### config.mk
export PLATFORM = sky130hd
export DESIGN_NAME = train_center_cal_rx
export DESIGN_NICKNAME = d
export VERILOG_FILES = /design/src/rtl/train_center_cal_pkg.sv /design/src/rtl/train_center_cal_rx.sv
export SDC_FILE = /design/constraint.sdc
export NUM_CORES = 1
export LEC_CHECK = 0
export ABC_AREA = 1
export BUFFER_PORTS_ARGS = -buffer_cell sky130_fd_sc_hd__buf_2
export CORE_AREA = 2 2 77 79
export CTS_CLUSTER_DIAMETER = 200
export DETAILED_ROUTE_END_ITERATION = 8
export DIE_AREA = 0 0 79 81
export GPL_ROUTABILITY_DRIVEN = 0
export PLACE_DENSITY = 0.5
export SYNTH_ARGS = -nofsm -noshare
export SYNTH_HDL_FRONTEND = slang
export SYNTH_SLANG_ARGS = --single-unit
### constraint.sdc
create_clock -name clk -period 1.7 [get_ports clk]
set_input_delay 0.17 -clock clk [delete_from_list [all_inputs] [get_ports clk]]
set_output_delay 0.17 -clock clk [all_outputs]
set_load 0.02 [all_outputs]
### src/rtl/train_center_cal_pkg.sv
// Shared message codes and FSM state encodings for the center-cal RX and TX blocks.
package train_center_cal_pkg;

    localparam logic [3:0] MSG_NONE       = 4'b0000;
    localparam logic [3:0] MSG_START_REQ  = 4'b0001;
    localparam logic [3:0] MSG_START_RESP = 4'b0010;
    localparam logic [3:0] MSG_END_REQ    = 4'b0011;
    localparam logic [3:0] MSG_END_RESP   = 4'b0100;

    typedef enum logic [2:0] {
        ST_IDLE           = 3'd0,
        ST_WAIT_START_REQ = 3'd1,
        ST_START_RESP     = 3'd2,
        ST_CAL_ALGO       = 3'd3,
        ST_END_RESP       = 3'd4,
        ST_TEST_FINISHED  = 3'd5
    } cal_state_t;

endpackage

### src/rtl/train_center_cal_rx.sv
// Center-calibration RX responder: answers the partner's start/end requests around
// a local RX point test and reports the latched per-lane result.
module train_center_cal_rx
    import train_center_cal_pkg::*;
#(
    parameter int LANES = 16
) (
    input  logic             clk,
    input  logic             rst_n,
    input  logic             i_en,
    input  logic [3:0]       i_decoded_sideband_message,
    input  logic             i_sideband_valid,
    input  logic             i_busy_negedge_detected,
    input  logic             i_valid_rx,
    input  logic             i_pt_done,
    input  logic [LANES-1:0] i_rx_lanes_result,
    output logic [3:0]       o_sideband_message,
    output logic             o_valid_tx,
    output logic             o_pt_en,
    output logic             o_mainband_or_valtrain_test,
    output logic [LANES-1:0] o_rx_lanes_result,
    output logic             o_test_ack
);

    cal_state_t state, next_state;
    logic       end_seen, pt_seen;

    logic start_req, end_req, tx_release;
    logic enter_start_resp, enter_cal_algo, enter_end_resp, enter_finished, clear_all;

    assign start_req  = i_sideband_valid && (i_decoded_sideband_message == MSG_START_REQ);
    assign end_req    = i_sideband_valid && (i_decoded_sideband_message == MSG_END_REQ);
    // The sideband mux releases us only when no competing RX-path send holds it.
    assign tx_release = i_busy_negedge_detected && !i_valid_rx;

    assign o_mainband_or_valtrain_test = 1'b0;

    always_ff @(posedge clk or negedge rst_n) begin
        if (!rst_n) state <= ST_IDLE;
        else        state <= next_state;
    end

    always_comb begin
        // NOTE: default first so every path assigns next_state and no latch is inferred.
        next_state = state;
        case (state)
            ST_IDLE:           if (i_en) next_state = ST_WAIT_START_REQ;
            ST_WAIT_START_REQ: if (start_req) next_state = ST_START_RESP;
            ST_START_RESP:     if (o_valid_tx && tx_release) next_state = ST_CAL_ALGO;
            ST_CAL_ALGO:       if ((end_seen || end_req) && (pt_seen || i_pt_done))
                                   next_state = ST_END_RESP;
            ST_END_RESP:       if (o_valid_tx && tx_release) next_state = ST_TEST_FINISHED;
            ST_TEST_FINISHED:  next_state = ST_TEST_FINISHED;
            default:           next_state = ST_IDLE;
        endcase
        if (state != ST_IDLE && !i_en) next_state = ST_IDLE;
    end

    assign enter_start_resp = (state == ST_START_RESP) ? 1'b0 : (next_state == ST_START_RESP);
    assign enter_cal_algo   = (state == ST_CAL_ALGO)   ? 1'b0 : (next_state == ST_CAL_ALGO);
    assign enter_end_resp   = (state == ST_END_RESP)   ? 1'b0 : (next_state == ST_END_RESP);
    assign enter_finished   = (state == ST_TEST_FINISHED) ? 1'b0 : (next_state == ST_TEST_FINISHED);
    assign clear_all        = (next_state == ST_IDLE);

    // NOTE: sequential state uses non-blocking assignments so all flops update together.
    always_ff @(posedge clk or negedge rst_n) begin
        if (!rst_n) begin
            o_sideband_message <= MSG_NONE;
            o_valid_tx         <= 1'b0;
            o_pt_en            <= 1'b0;
            o_rx_lanes_result  <= '0;
            o_test_ack         <= 1'b0;
            end_seen           <= 1'b0;
            pt_seen            <= 1'b0;
        end else if (clear_all) begin
            o_sideband_message <= MSG_NONE;
            o_valid_tx         <= 1'b0;
            o_pt_en            <= 1'b0;
            o_rx_lanes_result  <= '0;
            o_test_ack         <= 1'b0;
            end_seen           <= 1'b0;
            pt_seen            <= 1'b0;
        end else begin
            if (enter_start_resp) o_sideband_message <= MSG_START_RESP;
            if (enter_end_resp)   o_sideband_message <= MSG_END_RESP;
            if (enter_finished)   o_sideband_message <= MSG_NONE;

            // A new send request wins over a release seen in the same cycle.
            if (enter_start_resp || enter_end_resp) o_valid_tx <= 1'b1;
            else if (tx_release)                    o_valid_tx <= 1'b0;

            if (enter_cal_algo)      o_pt_en <= 1'b1;
            else if (enter_end_resp) o_pt_en <= 1'b0;

            if (state == ST_CAL_ALGO && end_req) end_seen <= 1'b1;
            if (state == ST_CAL_ALGO && i_pt_done) begin
                pt_seen           <= 1'b1;
                o_rx_lanes_result <= i_rx_lanes_result;
            end

            if (enter_finished) o_test_ack <= 1'b1;
        end
    end

endmodule

# Yosys cells after proc, flatten, opt, wreduce, memory -nomap -nowiden
# Index checks and enable logic that the tools add are counted.
word_totals:
  regBits: 28
  input_bits: 27
  elab_cells: 70
op_classes:
  n_eq_ne: 11
  muxes: 29
  reduce_logical: 22
ops:
  columns: ["op", "n"]
  rows:
  - ["16-bit two-way mux", 2]
  - ["3-bit two-way mux", 6]
  - ["3-bit case mux with 6 select lines", 1]
  - ["1-bit two-way mux", 16]
  - ["4-bit two-way mux", 4]
  - ["3-bit by 2-bit == test with 1-bit output, second input constant", 4]
  - ["3-bit == test, second input constant", 4]
  - ["3-bit nonzero test", 3]
  - ["1-bit logical AND", 8]
  - ["3-bit logical NOT", 2]
  - ["2-bit nonzero test", 3]
  - ["4-bit by 1-bit == test with 1-bit output, second input constant", 1]
  - ["4-bit by 2-bit == test with 1-bit output, second input constant", 1]
  - ["4-bit nonzero test", 1]
  - ["3-bit by 1-bit == test with 1-bit output, second input constant", 1]
  - ["1-bit logical OR", 3]
  - ["1-bit logical NOT", 2]

# Logic depth before layout (Yosys ltp)
depth:
  ltp_word: 13
  mapped_depth: 13
  depth_no_buf: 11

# Worst setup path after synthesis
# OpenSTA, ideal clock, no wires.
synth_path:
  path_kind: "register to register"
  start: "register state[0]"
  end: "register o_valid_tx"
  setup_ns: 0.119
  arrival_time_ns: 1.380
  slack_ns: 0.202
  path_stages_with_launch: 12
  n_path_buf: 2
  path_cell_list: "dfrtp_1 -> inv_1 -> nand2_1 -> nand2_1 -> inv_1 -> nor2_2 -> nand2_2 -> nand2_4 -> nand3_2 -> buf_6 -> buf_6 -> o21a_1"
synth_between:
  elab_chain_cells: 8
  word_cells_on_any_way: 24
  classes_between: "7 x eq/ne; 11 x mux; 6 x reduce/logical"
synth_rtl:
  columns: ["item", "line_no", "source"]
  rows:
  - ["from (decl)", "train_center_cal_rx.sv:25", "cal_state_t state, next_state;"]
  - ["from (signal assigned)", "train_center_cal_rx.sv:40", "else state <= next_state;"]
  - ["3-bit == test, or another cell as far along", "train_center_cal_rx.sv:46", "case (state)"]
  - ["3-bit case mux with 6 select lines or 1-bit logical AND (tied branches)", "train_center_cal_rx.sv:46, train_center_cal_rx.sv:56", null]
  - ["3-bit two-way mux", "train_center_cal_rx.sv:56", "if (state != ST_IDLE && !i_en) next_state = ST_IDLE;"]
  - ["3-bit by 2-bit == test with 1-bit output or 3-bit == test (tied branches)", "train_center_cal_rx.sv:59, train_center_cal_rx.sv:61", null]
  - ["1-bit two-way mux (on tied branches)", "train_center_cal_rx.sv:59, train_center_cal_rx.sv:61", null]
  - ["1-bit logical OR", "train_center_cal_rx.sv:89", "if (enter_start_resp || enter_end_resp) o_valid_tx <= 1'b1;"]
  - ["1-bit two-way mux", "train_center_cal_rx.sv:89", null]
  - ["1-bit two-way mux", "train_center_cal_rx.sv:75", "end else if (clear_all) begin"]
  - ["to (signal assigned)", "train_center_cal_rx.sv:77", "o_valid_tx <= 1'b0;"]
  - ["to (signal assigned)", "train_center_cal_rx.sv:89", null]
  - ["to (signal assigned)", "train_center_cal_rx.sv:90", "else if (tx_release) o_valid_tx <= 1'b0;"]
  - ["to (decl)", "train_center_cal_rx.sv:18", "output logic o_valid_tx,"]
# Parallel ways exist; a longest one is shown, timed or not.
# A chain may end at the register's enable or synchronous reset.

# Worst setup path in the final report
layout_path:
  start: "register state[0]"
  end: "register o_rx_lanes_result[9]"
layout_between:
  elab_chain_cells: 5
  word_cells_on_any_way: 19
  classes_between: "5 x eq/ne; 8 x mux; 6 x reduce/logical"
layout_rtl:
  columns: ["item", "line_no", "source"]
  rows:
  - ["3-bit == test, or another cell as far along", "train_center_cal_rx.sv:46", null]
  - ["3-bit case mux with 6 select lines or 1-bit logical AND (tied branches)", "train_center_cal_rx.sv:46, train_center_cal_rx.sv:56", null]
  - ["3-bit two-way mux", "train_center_cal_rx.sv:56", null]
  - ["3-bit logical NOT", "train_center_cal_rx.sv:63", "assign clear_all = (next_state == ST_IDLE);"]
  - ["16-bit two-way mux or 2-bit nonzero test (tied branches)", null, null]
  - ["to (signal assigned)", "train_center_cal_rx.sv:98", "o_rx_lanes_result <= i_rx_lanes_result;"]
  - ["to (decl)", "train_center_cal_rx.sv:21", "output logic [LANES-1:0] o_rx_lanes_result,"]
# Parallel ways exist; a longest one is shown, timed or not.

==> results summary <==
The run finished with clean final reports. The number of buffers created by CTS is 3. The capture endpoint of the worst hold path is o_rx_lanes_result[8]. Headroom to the max-slew limit came out at 58.8%. The initial antenna violation count was 0. Measured in cells, the most critical reg-to-reg path has a length of 11.

The transition time at the pin with the least slew margin came out at 0.618 ns. The min-delay analysis places its worst path in the category input pin to flip-flop. The setup slack on the worst flop-to-flop path is 0.12 ns. Measured along the y axis, the die boundary spans 81 microns. Port buffering added 47 buffers. The starting density of the core is between 20% and 30%. The highest net fanout along the worst path is 17. The part of the power in the clock network came out at roughly 17%. STA classifies the critical path endpoint as a flip-flop. The number of different library cells used by synthesis comes to 27. The layout overhead on the synthesized area came out at 34.2%. The via count of the first global-routing pass is 1,092.

The final critical-path required period came out at roughly 1.6 ns. Entering global routing, the biggest net connects 27 pins. Dividing the final minimum period by the clock period gives 92.9%. In this run the number of H-tree levels came out at 1. The clock transition at the registers of the reported paths came out at 0.09 ns. In this run the critical register-to-register path is captured at o_rx_lanes_result[9]. The combinational cell fraction of total power is 47.6%. The number of vias after detailed routing is around 1.2k.

The post-synthesis sequential element count came out at 26. The number of DRC violations after detailed routing is 0. The die extent in x is 79 microns. The worst hold path begins at i_rx_lanes_result[8]. Cell internal power was estimated by the tool at 1.22 mW.

The per-cell routed wire length is 11.0 microns. The number of DRC markers in iteration 0 came out at 37. The launch point of the worst reg-to-reg path is state[0]. The class of the most critical setup path is flip-flop to flip-flop. The fraction of layout instances using a drive strength above 1 came out at roughly two fifths. IR analysis of the VDD net gives a maximum drop of 0.587 mV. The worst setup path is launched from a flip-flop. The number of routed nets with antenna violations is 0.

The final antenna diode count is 0. The setup TNS is 0 ns. The total routed wirelength came out at 3.16 mm.

The leakage power of the design came out at 1.04 nW. The count of endpoints failing setup in the final report came out at 0. The number of cells on the worst hold path came out at 3. The clock tree skew after final layout is 0.00673 ns. For this run, the post-layout net count is between 200 and 250. The overall overflow remaining after global route is 0. The switching part of the total power is 39.5%.

The number of sinks handled by clock tree synthesis came out at 26. The switching power came out at 0.799 mW. After detailed routing, the number of vias per cell comes to 4.11. The cell area power density is 1120 mW/mm^2.

The arrival time at the worst endpoint is 1.78 ns. The cell count after synthesis came out at about 160. The library cells used most frequently in the layout, excluding fill and tap cells, are buf_2 (47), nand3_1 (34), nand2_1 (32). The number of endpoints with negative hold slack in the final report came to 0. For the worst setup path, the data required time is 1.91 ns.

The worst slack at placement came out at between 0.03 and 0.04 ns. Across all setup checks in the final design, the least slack found is 0.121 ns. The later pin in the worst-skew pair is clocked with a latency of 0.27 ns.

The global-route wire length before repair came out at 5.25 mm. TritonCTS built the clock tree. The total half-perimeter wirelength after legalization and detailed placement is 2.28 mm. After synthesis, flip-flops and latches occupy 48.4% of the total area. The maximum operating frequency came out at 0.633 GHz. The part of the power in registers came out at 35.2%.

Setup repair after global routing could not meet its margin everywhere. 51 I/O pins were placed. The tree is rooted in a clkbuf_8. The standard cell core area came out at 0.00568 sq mm.

The site row count came out at 28. The total of fill cells in the finished design is about 620. The number of warnings issued by yosys is 0.

The detailed-routing iteration count for the pre-antenna-repair pass is 6. The global-route usage over all layers is 10.4%. The die covers 0.00640 sq mm. The post-synthesis instance area came out at 0.00135 sq mm.

The number of pins exceeding their max-slew limit in the final report is 0. Final hold analysis gives a worst-case slack of 0.118 ns. Counting along the longest clock path gives a buffer depth of 2. The post-route non-filler standard cell count is between 200 and 300. The max-cap violation count is 0. A synthesized cell averages 8.51 sq um. The library cell used most frequently in the layout, excluding fill and tap cells, is buf_2. Including well taps, the total number of placed cells is between 200 and 300.
[Yosys cell counts]
cell type,instances,share of area (%)
o21a_1,1,0.56
dfrtp_1,26,48
nand2_2,1,0.47
buf_4,3,1.7
o21bai_1,1,0.56
buf_2,2,0.74
nand4_1,1,0.47
clkbuf_1,1,0.28
nor2_1,5,1.4
buf_6,3,2.5
nand2_4,1,0.84
inv_2,2,0.56
a21oi_1,3,1.1
nor4_1,1,0.47
clkinv_1,1,0.28
o21ai_2,3,2.0
nand2_1,34,9.5
a21boi_0,1,0.56
conb_1,1,0.28
or2_2,1,0.47
nand3_2,8,6.0
nor3_1,2,0.74
nor2_2,1,0.47
nand3_1,35,13
o31ai_1,1,0.56
nor3_4,1,1.2
inv_1,18,5.0
[what timing repair did]
item / CTS / global route
endpoints found under the hold margin: 26 / 0
gates resized for setup: 0 / 12
buffers inserted: 0 / 4
setup endpoints to repair: 0 / 23
hold buffers: 1 / 0
[power by group through the flow]
stage | combinational, mW | sequential [mW] | clock (mW)
6_report | 0.962 | 0.711 | 0.348
5_1_grt | 1.06 | 0.720 | 0.395
4_1_cts | 0.855 | 0.706 | 0.372
3_5_place_dp | 0.848 | 0.718 | 0
3_3_place_gp | 0.846 | 0.717 | 0
2_1_floorplan | 0.592 | 0.748 | 0
[registers in the layout (all words and copies together) (netlist names)]
register and count:
end_seen 1, o_pt_en 1, o_rx_lanes_result 16, o_sideband_message 2, o_test_ack 1, o_valid_tx 1, pt_seen 1, state 3
[cell families (layout without fill, tap and decap cells)]
logic type	Yosys count	in the layout	share of synthesized area, %
AOI/OAI and AO/OA	10	10	5.30
buffers and inverters	30	81	11.1
and+or+nand+nor	91	91	35.0
DFF	26	26	48.4
other	1	3	0.279
[per-stage QoR]
step / total power [mW] / cell area (sq um) / util, %
2_1_floorplan: 1.34 / 1350 / -
3_3_place_gp: 1.56 / 1690 / 29.7
3_5_place_dp: 1.57 / 1690 / 29.7
4_1_cts: 1.93 / 1740 / 30.6
5_1_grt: 2.18 / 1810 / 31.8
6_report: 2.02 / 1810 / 31.8
[metal layers]
layer | vias to the layer above | global-route usage, % | part of all wire [%]
met5 | - | 0 | 0
met4 | 0 | 1.55 | 0.51
met3 | 2 | 3.11 | 5.7
met2 | 35 | 17.5 | 48
met1 | 526 | 13.7 | 46
li1 | 612 | - | -
[critical path, cell delays in order (launching register included)]
cell and delay [ns]:
dfrtp_1 0.43, buf_4 0.16, nor3_4 0.18, nand2_1 0.07
nand2_1 0.08, nor2_2 0.04, nand2_2 0.07, nand2_4 0.07
nand3_4 0.11, buf_12 0.16, nand3_1 0.07, nand2_1 0.08
[worst max-delay path by stage]
stage | from | end | slack, ns
global route | state[0] | o_rx_lanes_result[4] | -0.03
CTS | state[2] | o_rx_lanes_result[9] | 0.005
global placement | state[2] | o_rx_lanes_result[3] | 0.04
finish | state[0] | o_rx_lanes_result[9] | 0.12
floorplan | state[0] | o_valid_tx | 0.20
detailed placement | state[2] | o_rx_lanes_result[0] | 0.03
[cell type report]
| class | instances | area [sq um] | share of cell area, % |
|---|---|---|---|
| clock buffers | 3 | 41.3 | 2.29 |
| flip-flops and latches | 26 | 653 | 36.2 |
| repair buffers | 57 | 350 | 19.4 |
| multi-input cells | 104 | 588 | 32.6 |
| well taps | 75 | 93.8 | 5.20 |
| inverters | 21 | 78.8 | 4.37 |
No activity file was read; power rests on OpenSTA's default activity.
